**src/rtl/regfile_seq_if.sv**
```systemverilog
// Handshake and datapath-control bundle between instruction source and regfile_seq.
// Pure wiring, no latency; start/done is the only handshake.
// The source holds start until it sees busy low.
interface regfile_seq_if #(
    parameter int DW = 16,
    parameter int RW = 3
);
    logic          start;
    logic [15:0]   instr;
    logic          busy;
    logic          done;
    logic          illegal;
    logic [RW-1:0] readnum;
    logic [RW-1:0] writenum;
    logic          write;
    logic          loada;
    logic          loadb;
    logic          loadc;
    logic          loads;
    logic          asel;
    logic          bsel;
    logic          vsel;
    logic [1:0]    shift;
    logic [1:0]    aluop;
    logic [DW-1:0] sximm8;

    modport master (
        output start, instr,
        input  busy, done, illegal, readnum, writenum, write,
        input  loada, loadb, loadc, loads, asel, bsel, vsel, shift, aluop, sximm8
    );

    modport slave (
        input  start, instr,
        output busy, done, illegal, readnum, writenum, write,
        output loada, loadb, loadc, loads, asel, bsel, vsel, shift, aluop, sximm8
    );
endinterface

```
**src/rtl/regfile_seq.sv**
```systemverilog
// Multicycle controller sequencing the register-file datapath, one instruction per start/done.
// Latency from accept edge to done: MOV imm 3, MOV reg/MVN/CMP 5, ADD/AND 6, illegal 2.
// start is sampled only in WAIT; requests while busy are ignored, not queued.
module regfile_seq #(
    parameter int DW = 16,
    parameter int RW = 3
) (
    input  logic          clk,
    input  logic          reset,
    regfile_seq_if.slave  bus
);

    typedef struct packed {
        logic [2:0] opcode;
        logic [1:0] op;
        logic [2:0] rn;
        logic [2:0] rd;
        logic [1:0] sh;
        logic [2:0] rm;
    } instr_t;

    typedef enum logic [2:0] {
        S_WAIT,
        S_DECODE,
        S_GET_A,
        S_GET_B,
        S_EXEC,
        S_WR_REG,
        S_DONE
    } state_t;

    typedef enum logic [2:0] {
        K_MOVI,
        K_MOVR,
        K_ADD,
        K_CMP,
        K_AND,
        K_MVN,
        K_ILL
    } kind_t;

    localparam logic [1:0] ALU_ADD  = 2'b00;
    localparam logic [1:0] ALU_SUB  = 2'b01;
    localparam logic [1:0] ALU_AND  = 2'b10;
    localparam logic [1:0] ALU_NOTB = 2'b11;

    state_t state_q, state_d;
    instr_t ir_q;
    kind_t  kind;

    always_ff @(posedge clk) begin
        if (reset) begin
            state_q <= S_WAIT;
            ir_q    <= '0;
        end else begin
            state_q <= state_d;
            if (state_q == S_WAIT && bus.start)
                ir_q <= instr_t'(bus.instr);
        end
    end

    always_comb begin
        kind = K_ILL;
        case (ir_q.opcode)
            3'b110: begin
                if (ir_q.op == 2'b10)      kind = K_MOVI;
                else if (ir_q.op == 2'b00) kind = K_MOVR;
                else                       kind = K_ILL;
            end
            3'b101: begin
                case (ir_q.op)
                    2'b00:   kind = K_ADD;
                    2'b01:   kind = K_CMP;
                    2'b10:   kind = K_AND;
                    default: kind = K_MVN;
                endcase
            end
            default: kind = K_ILL;
        endcase
    end

    logic          busy_c, done_c, illegal_c;
    logic [RW-1:0] readnum_c, writenum_c;
    logic          write_c, loada_c, loadb_c, loadc_c, loads_c;
    logic          asel_c, vsel_c;
    logic [1:0]    shift_c, aluop_c;

    always_comb begin
        state_d    = state_q;
        busy_c     = 1'b1;
        done_c     = 1'b0;
        illegal_c  = 1'b0;
        readnum_c  = '0;
        writenum_c = '0;
        write_c    = 1'b0;
        loada_c    = 1'b0;
        loadb_c    = 1'b0;
        loadc_c    = 1'b0;
        loads_c    = 1'b0;
        asel_c     = 1'b0;
        vsel_c     = 1'b0;
        shift_c    = 2'b00;
        aluop_c    = 2'b00;

        case (state_q)
            S_WAIT: begin
                busy_c = 1'b0;
                if (bus.start) state_d = S_DECODE;
            end
            S_DECODE: begin
                case (kind)
                    K_MOVI:               state_d = S_WR_REG;
                    K_MOVR, K_MVN:        state_d = S_GET_B;
                    K_ADD, K_CMP, K_AND:  state_d = S_GET_A;
                    default:              state_d = S_DONE;
                endcase
            end
            S_GET_A: begin
                readnum_c = RW'(ir_q.rn);
                loada_c   = 1'b1;
                state_d   = S_GET_B;
            end
            S_GET_B: begin
                readnum_c = RW'(ir_q.rm);
                loadb_c   = 1'b1;
                state_d   = S_EXEC;
            end
            S_EXEC: begin
                shift_c = ir_q.sh;
                // MOV reg and MVN have no A operand; zeroing A turns MOV into 0 + B.
                asel_c  = (kind == K_MOVR) || (kind == K_MVN);
                case (kind)
                    K_CMP:   aluop_c = ALU_SUB;
                    K_AND:   aluop_c = ALU_AND;
                    K_MVN:   aluop_c = ALU_NOTB;
                    default: aluop_c = ALU_ADD;
                endcase
                if (kind == K_CMP) begin
                    loads_c = 1'b1;
                    state_d = S_DONE;
                end else begin
                    loadc_c = 1'b1;
                    state_d = S_WR_REG;
                end
            end
            S_WR_REG: begin
                write_c = 1'b1;
                if (kind == K_MOVI) begin
                    writenum_c = RW'(ir_q.rn);
                    vsel_c     = 1'b1;
                end else begin
                    writenum_c = RW'(ir_q.rd);
                end
                state_d = S_DONE;
            end
            S_DONE: begin
                done_c    = 1'b1;
                illegal_c = (kind == K_ILL);
                state_d   = S_WAIT;
            end
            default: begin
                state_d = S_WAIT;
            end
        endcase
    end

    assign bus.busy     = busy_c;
    assign bus.done     = done_c;
    assign bus.illegal  = illegal_c;
    assign bus.readnum  = readnum_c;
    assign bus.writenum = writenum_c;
    assign bus.write    = write_c;
    assign bus.loada    = loada_c;
    assign bus.loadb    = loadb_c;
    assign bus.loadc    = loadc_c;
    assign bus.loads    = loads_c;
    assign bus.asel     = asel_c;
    assign bus.bsel     = 1'b0;
    assign bus.vsel     = vsel_c;
    assign bus.shift    = shift_c;
    assign bus.aluop    = aluop_c;
    assign bus.sximm8   = {{(DW-8){ir_q[7]}}, ir_q[7:0]};

    a_done_returns_idle: assert property (@(posedge clk) disable iff (reset)
        done_c |=> !bus.busy);
    a_accept_goes_busy: assert property (@(posedge clk) disable iff (reset)
        (state_q == S_WAIT && bus.start) |=> bus.busy);

endmodule

```
**src/flat_wrapper.sv**
```systemverilog
// flat-port wrapper written by rule: the top's interface ports become plain ports
module regfile_seq_flat 
#(
    parameter int DW = 16,
    parameter int RW = 3
)
  (clk, reset, bus_start, bus_instr, bus_busy, bus_done, bus_illegal, bus_readnum, bus_writenum, bus_write, bus_loada, bus_loadb, bus_loadc, bus_loads, bus_asel, bus_bsel, bus_vsel, bus_shift, bus_aluop, bus_sximm8);
  regfile_seq_if #(.DW(DW), .RW(RW)) bus_i ();
  input  logic clk;
  input  logic reset;
  input wire logic [$bits(bus_i.start)-1:0] bus_start;
  input wire logic [$bits(bus_i.instr)-1:0] bus_instr;
  output wire logic [$bits(bus_i.busy)-1:0] bus_busy;
  output wire logic [$bits(bus_i.done)-1:0] bus_done;
  output wire logic [$bits(bus_i.illegal)-1:0] bus_illegal;
  output wire logic [$bits(bus_i.readnum)-1:0] bus_readnum;
  output wire logic [$bits(bus_i.writenum)-1:0] bus_writenum;
  output wire logic [$bits(bus_i.write)-1:0] bus_write;
  output wire logic [$bits(bus_i.loada)-1:0] bus_loada;
  output wire logic [$bits(bus_i.loadb)-1:0] bus_loadb;
  output wire logic [$bits(bus_i.loadc)-1:0] bus_loadc;
  output wire logic [$bits(bus_i.loads)-1:0] bus_loads;
  output wire logic [$bits(bus_i.asel)-1:0] bus_asel;
  output wire logic [$bits(bus_i.bsel)-1:0] bus_bsel;
  output wire logic [$bits(bus_i.vsel)-1:0] bus_vsel;
  output wire logic [$bits(bus_i.shift)-1:0] bus_shift;
  output wire logic [$bits(bus_i.aluop)-1:0] bus_aluop;
  output wire logic [$bits(bus_i.sximm8)-1:0] bus_sximm8;
  assign bus_i.start = bus_start;
  assign bus_i.instr = bus_instr;
  assign bus_busy = bus_i.busy;
  assign bus_done = bus_i.done;
  assign bus_illegal = bus_i.illegal;
  assign bus_readnum = bus_i.readnum;
  assign bus_writenum = bus_i.writenum;
  assign bus_write = bus_i.write;
  assign bus_loada = bus_i.loada;
  assign bus_loadb = bus_i.loadb;
  assign bus_loadc = bus_i.loadc;
  assign bus_loads = bus_i.loads;
  assign bus_asel = bus_i.asel;
  assign bus_bsel = bus_i.bsel;
  assign bus_vsel = bus_i.vsel;
  assign bus_shift = bus_i.shift;
  assign bus_aluop = bus_i.aluop;
  assign bus_sximm8 = bus_i.sximm8;
  regfile_seq #(.DW(DW), .RW(RW)) u_core (.clk(clk), .reset(reset), .bus(bus_i));
endmodule
```
**config.mk**
```make
export PLATFORM = sky130hd
export DESIGN_NAME = regfile_seq_flat
export DESIGN_NICKNAME = d
export VERILOG_FILES = /design/src/rtl/regfile_seq_if.sv /design/src/rtl/regfile_seq.sv /design/src/flat_wrapper.sv
export SDC_FILE = /design/constraint.sdc
export NUM_CORES = 1
export LEC_CHECK = 0
export CAP_MARGIN = 20
export CORE_UTILIZATION = 36
export CTS_CLUSTER_DIAMETER = 150
export DETAILED_ROUTE_END_ITERATION = 16
export GPL_ROUTABILITY_DRIVEN = 1
export PLACE_DENSITY = 0.75
export SLEW_MARGIN = 20
export SYNTH_ARGS = -nofsm -noshare
export SYNTH_HDL_FRONTEND = slang
export SYNTH_SLANG_ARGS = --single-unit
export TNS_END_PERCENT = 100
```
**constraint.sdc**
```tcl
create_clock -name clk -period 1.25 [get_ports clk]
set_input_delay 0.25 -clock clk [delete_from_list [all_inputs] [get_ports clk]]
set_output_delay 0.25 -clock clk [all_outputs]
set_load 0.01 [all_outputs]
```
==> impl_metrics.csv <==
group,metric,value,unit
sta,rsz0062_at_grt,"true",
place,port_buffers,54,
detailed_routing,ant_nets,0,
status,status,"finished, violations left",
yosys,synth_top_area_cell,"dfxtp_1",
global_route,grt_pass1_wl,6670,µm
worst_setup_path,crit_path_end_kind,"primary output",
worst_setup_path,path_max_fanout,4,
cts,htreeDepth,1,
detailed_routing,dr.pass1.iters,4,
die,num_rows,20,
status,violations,"negative setup slack",
global_route,grt-ovfl-total,0,
sta,fin_worst_skew,0.00283,ns
detailed_routing,drt_iter0_markers,49,
global_route,grt_max_degree,17,
place,dp_hpwl,2650,µm
yosys,synth.top_cell.area_share,32.5,%
die,die_w,59.0,µm
yosys,synth_ff_type,"dfxtp_1",
worst_setup_path,critPathRequiredTime,1.00,ns
sta,setup-violations-final,39,
yosys,synth_cells,159,
yosys,synth_edf_count,0,
final_layout,final_area,2270,µm²
yosys,synth_common_cells,"34 x nand2_1, 25 x a21oi_1, 19 x dfxtp_1, 17 x buf_4, 8 x nor2_1",
worst_setup_path,critPathKind,"register to primary output",
detailed_routing,via_per_inst,5.12,
die,io_pins,56,
power_and_ir_drop,ir_drop,0.000879,V
die,core,3080,µm²
detailed_routing,num_vias,1450,
yosys,synth.most_common_cell,"nand2_1",
worst_setup_path,cpPeakStageDelay,0.41,ns
cts,clock_sinks,19,
die,die_height,59.0,µm
flow_run,drv_cap,0,
power_and_ir_drop,p_leak,0.989,nW
yosys,synthesis.nets,178,
sta,slew_viol_final,0,
min_path,min_path_type,"input port to register",
place,gp_congestion,0.807,
worst_setup_path,cp_cell_sequence,"or3b_4 -> buf_6 -> o21ai_2 -> a21oi_2 -> buf_2",
sta,setup-tns-final,-14.15,ns
yosys,syn_avg_cell_area,7.35,µm²
global_route,grt_use_total,25.3,%
worst_setup_path,crit_family,"simple AND/OR/NAND/NOR gates",
yosys,synth_warnings,0,
worst_setup_path,start_kind,"register",
global_route,grt_pass1_vias,1414,
cts,clockRootBuffer,"clkbuf_4",
yosys,ys_types,32,
worst_setup_path,crit_arrival,1.57,ns
detailed_routing,wire_per_inst,16.0,µm
power_and_ir_drop,power_density,1460,nW/µm²
cts,cts_tree,"done",
detailed_routing,totalWireLength,4520,µm
worst_setup_path,cpMaxStageDelayCell,"or3b_4",
place,placed_area,1890,µm²
die,initial_core_util,38.0,%
cts,clk_latency,0.31,ns
sta,setup_slack,-0.568,ns
sta,fin_crit,1.82,ns
detailed_routing,drc,0,
sta,hold_viol,0,
yosys,synth_seq_area_share,32.5,%
worst_setup_path,path_buf_inv,2,
cts,ctsHoldBuffers,0,
yosys,synth_area,1170,µm²
cts,clkTransAtPathRegs,0.12,ns
yosys,yosys_register_bits,19,
sta,fin_crit_sh,145,%
yosys,async_flop_share,0,%
final_layout,drive_gt1_share,68.2,%
cts,numCtsBuffers,3,
global_route,antenna_found_initial,0,
die,dieArea,3480,µm²
final_layout,fin_nets,259,
sta,fmax,0.550,GHz
yosys,synth_area_leaders,"dfxtp_1 33%, buf_4 11%, nand2_1 11%, a21oi_1 11%, o21ai_0 3.0%",
final_layout,area_delta_synth_final,94.4,%
cts,cts_buffer_depth,2,
final_layout,antenna_cells,0,
## tightest hold or removal path, stage by stage
cell,delay (ns)
clkdlybuf4s50_1,0.40
nand2_1,0.07
a21oi_2,0.05
## power by group
part | internal (mW) | leakage, nW | switching, mW
Clock | 0.120 | 0.0177 | 0.213
Combinational | 1.11 | 0.809 | 1.01
Sequential | 0.741 | 0.162 | 0.118
## final cells by class
type	count	area [µm²]
Tap cell	44	55.1
Clock inverter	1	5.00
Timing Repair Buffer	103	885
Inverter	4	17.5
Fill cell	235	806
Sequential cell	19	403
Multi-Input combinational cell	109	885
Clock buffer	3	22.5
## worst paths after layout
path	endpoint	cells past startpoint	slack, ns	from
max	bus_writenum[2]	5	-0.57	u_core.ir_q[13]$_SDFFE_PP0P_
min	u_core.bus.sximm8[0]$_SDFFE_PP0P_	3	0.48	bus_instr[0]
max reg2reg	u_core.ir_q[13]$_SDFFE_PP0P_	6	-0.38	u_core.state_q[0]$_SDFFE_PP0P_
min reg2reg	u_core.bus.sximm8[3]$_SDFFE_PP0P_	2	0.49	u_core.bus.sximm8[3]$_SDFFE_PP0P_
## metal layers
layer  wire length [µm]  GRT usage (%)  vias up
li1                   -              -      677
met1               1910           30.4      708
met2               2320           46.4       56
met3                223           2.84        9
met4                 65           8.50        0
met5                  0              0        -
## layout by cell type (no fill, tap or decap), drive strengths merged, types with 2 or more instances in the layout
cell           count
and2b              2
nand3b             4
o21ai              7
nand2             34
and2               4
a211o              2
nand4              3
nand2b             2
clkbuf             3
a21oi             25
inv                4
nor2               8
mux2i              3
o21a               2
clkdlybuf4s50     18
nor4b              2
dfxtp             19
buf               83
clkdlybuf4s15      2
## timing repair
action                                 CTS  global route
gates resized for setup                215            38
pin swaps                               37            17
gates cloned                             2             0
buffers inserted                        12             6
endpoints found under the hold margin    0             0
setup endpoints to repair               55            42
## registers in the layout (all words and copies together), names as in the netlist
name,flops
u_core.ir_q,8
u_core.bus.sximm8,8
u_core.state_q,3
## through the flow
step	util, %	cells	setup slack (ns)	power, mW	hold WS [ns]
finish	73.8	283	-0.568	3.31	0.478
global route	73.8	283	-0.633	3.46	0.484
CTS	68.4	279	-0.562	2.99	0.468
detailed placement	61.4	261	-0.541	2.24	0.467
global placement	61.4	261	-0.503	2.18	0.465
floorplan	-	159	-0.0940	1.68	0.386
## cells by family after synthesis
kind of cell           share of synthesized area [%]
and+or+nand+nor                                 29.4
AOI/OAI and AO/OA                               18.5
buffers and inverters                           16.6
DFF                                             32.5
muxes                                           2.57
other                                          0.321
Note: power is estimated with default switching activity, not from simulation.
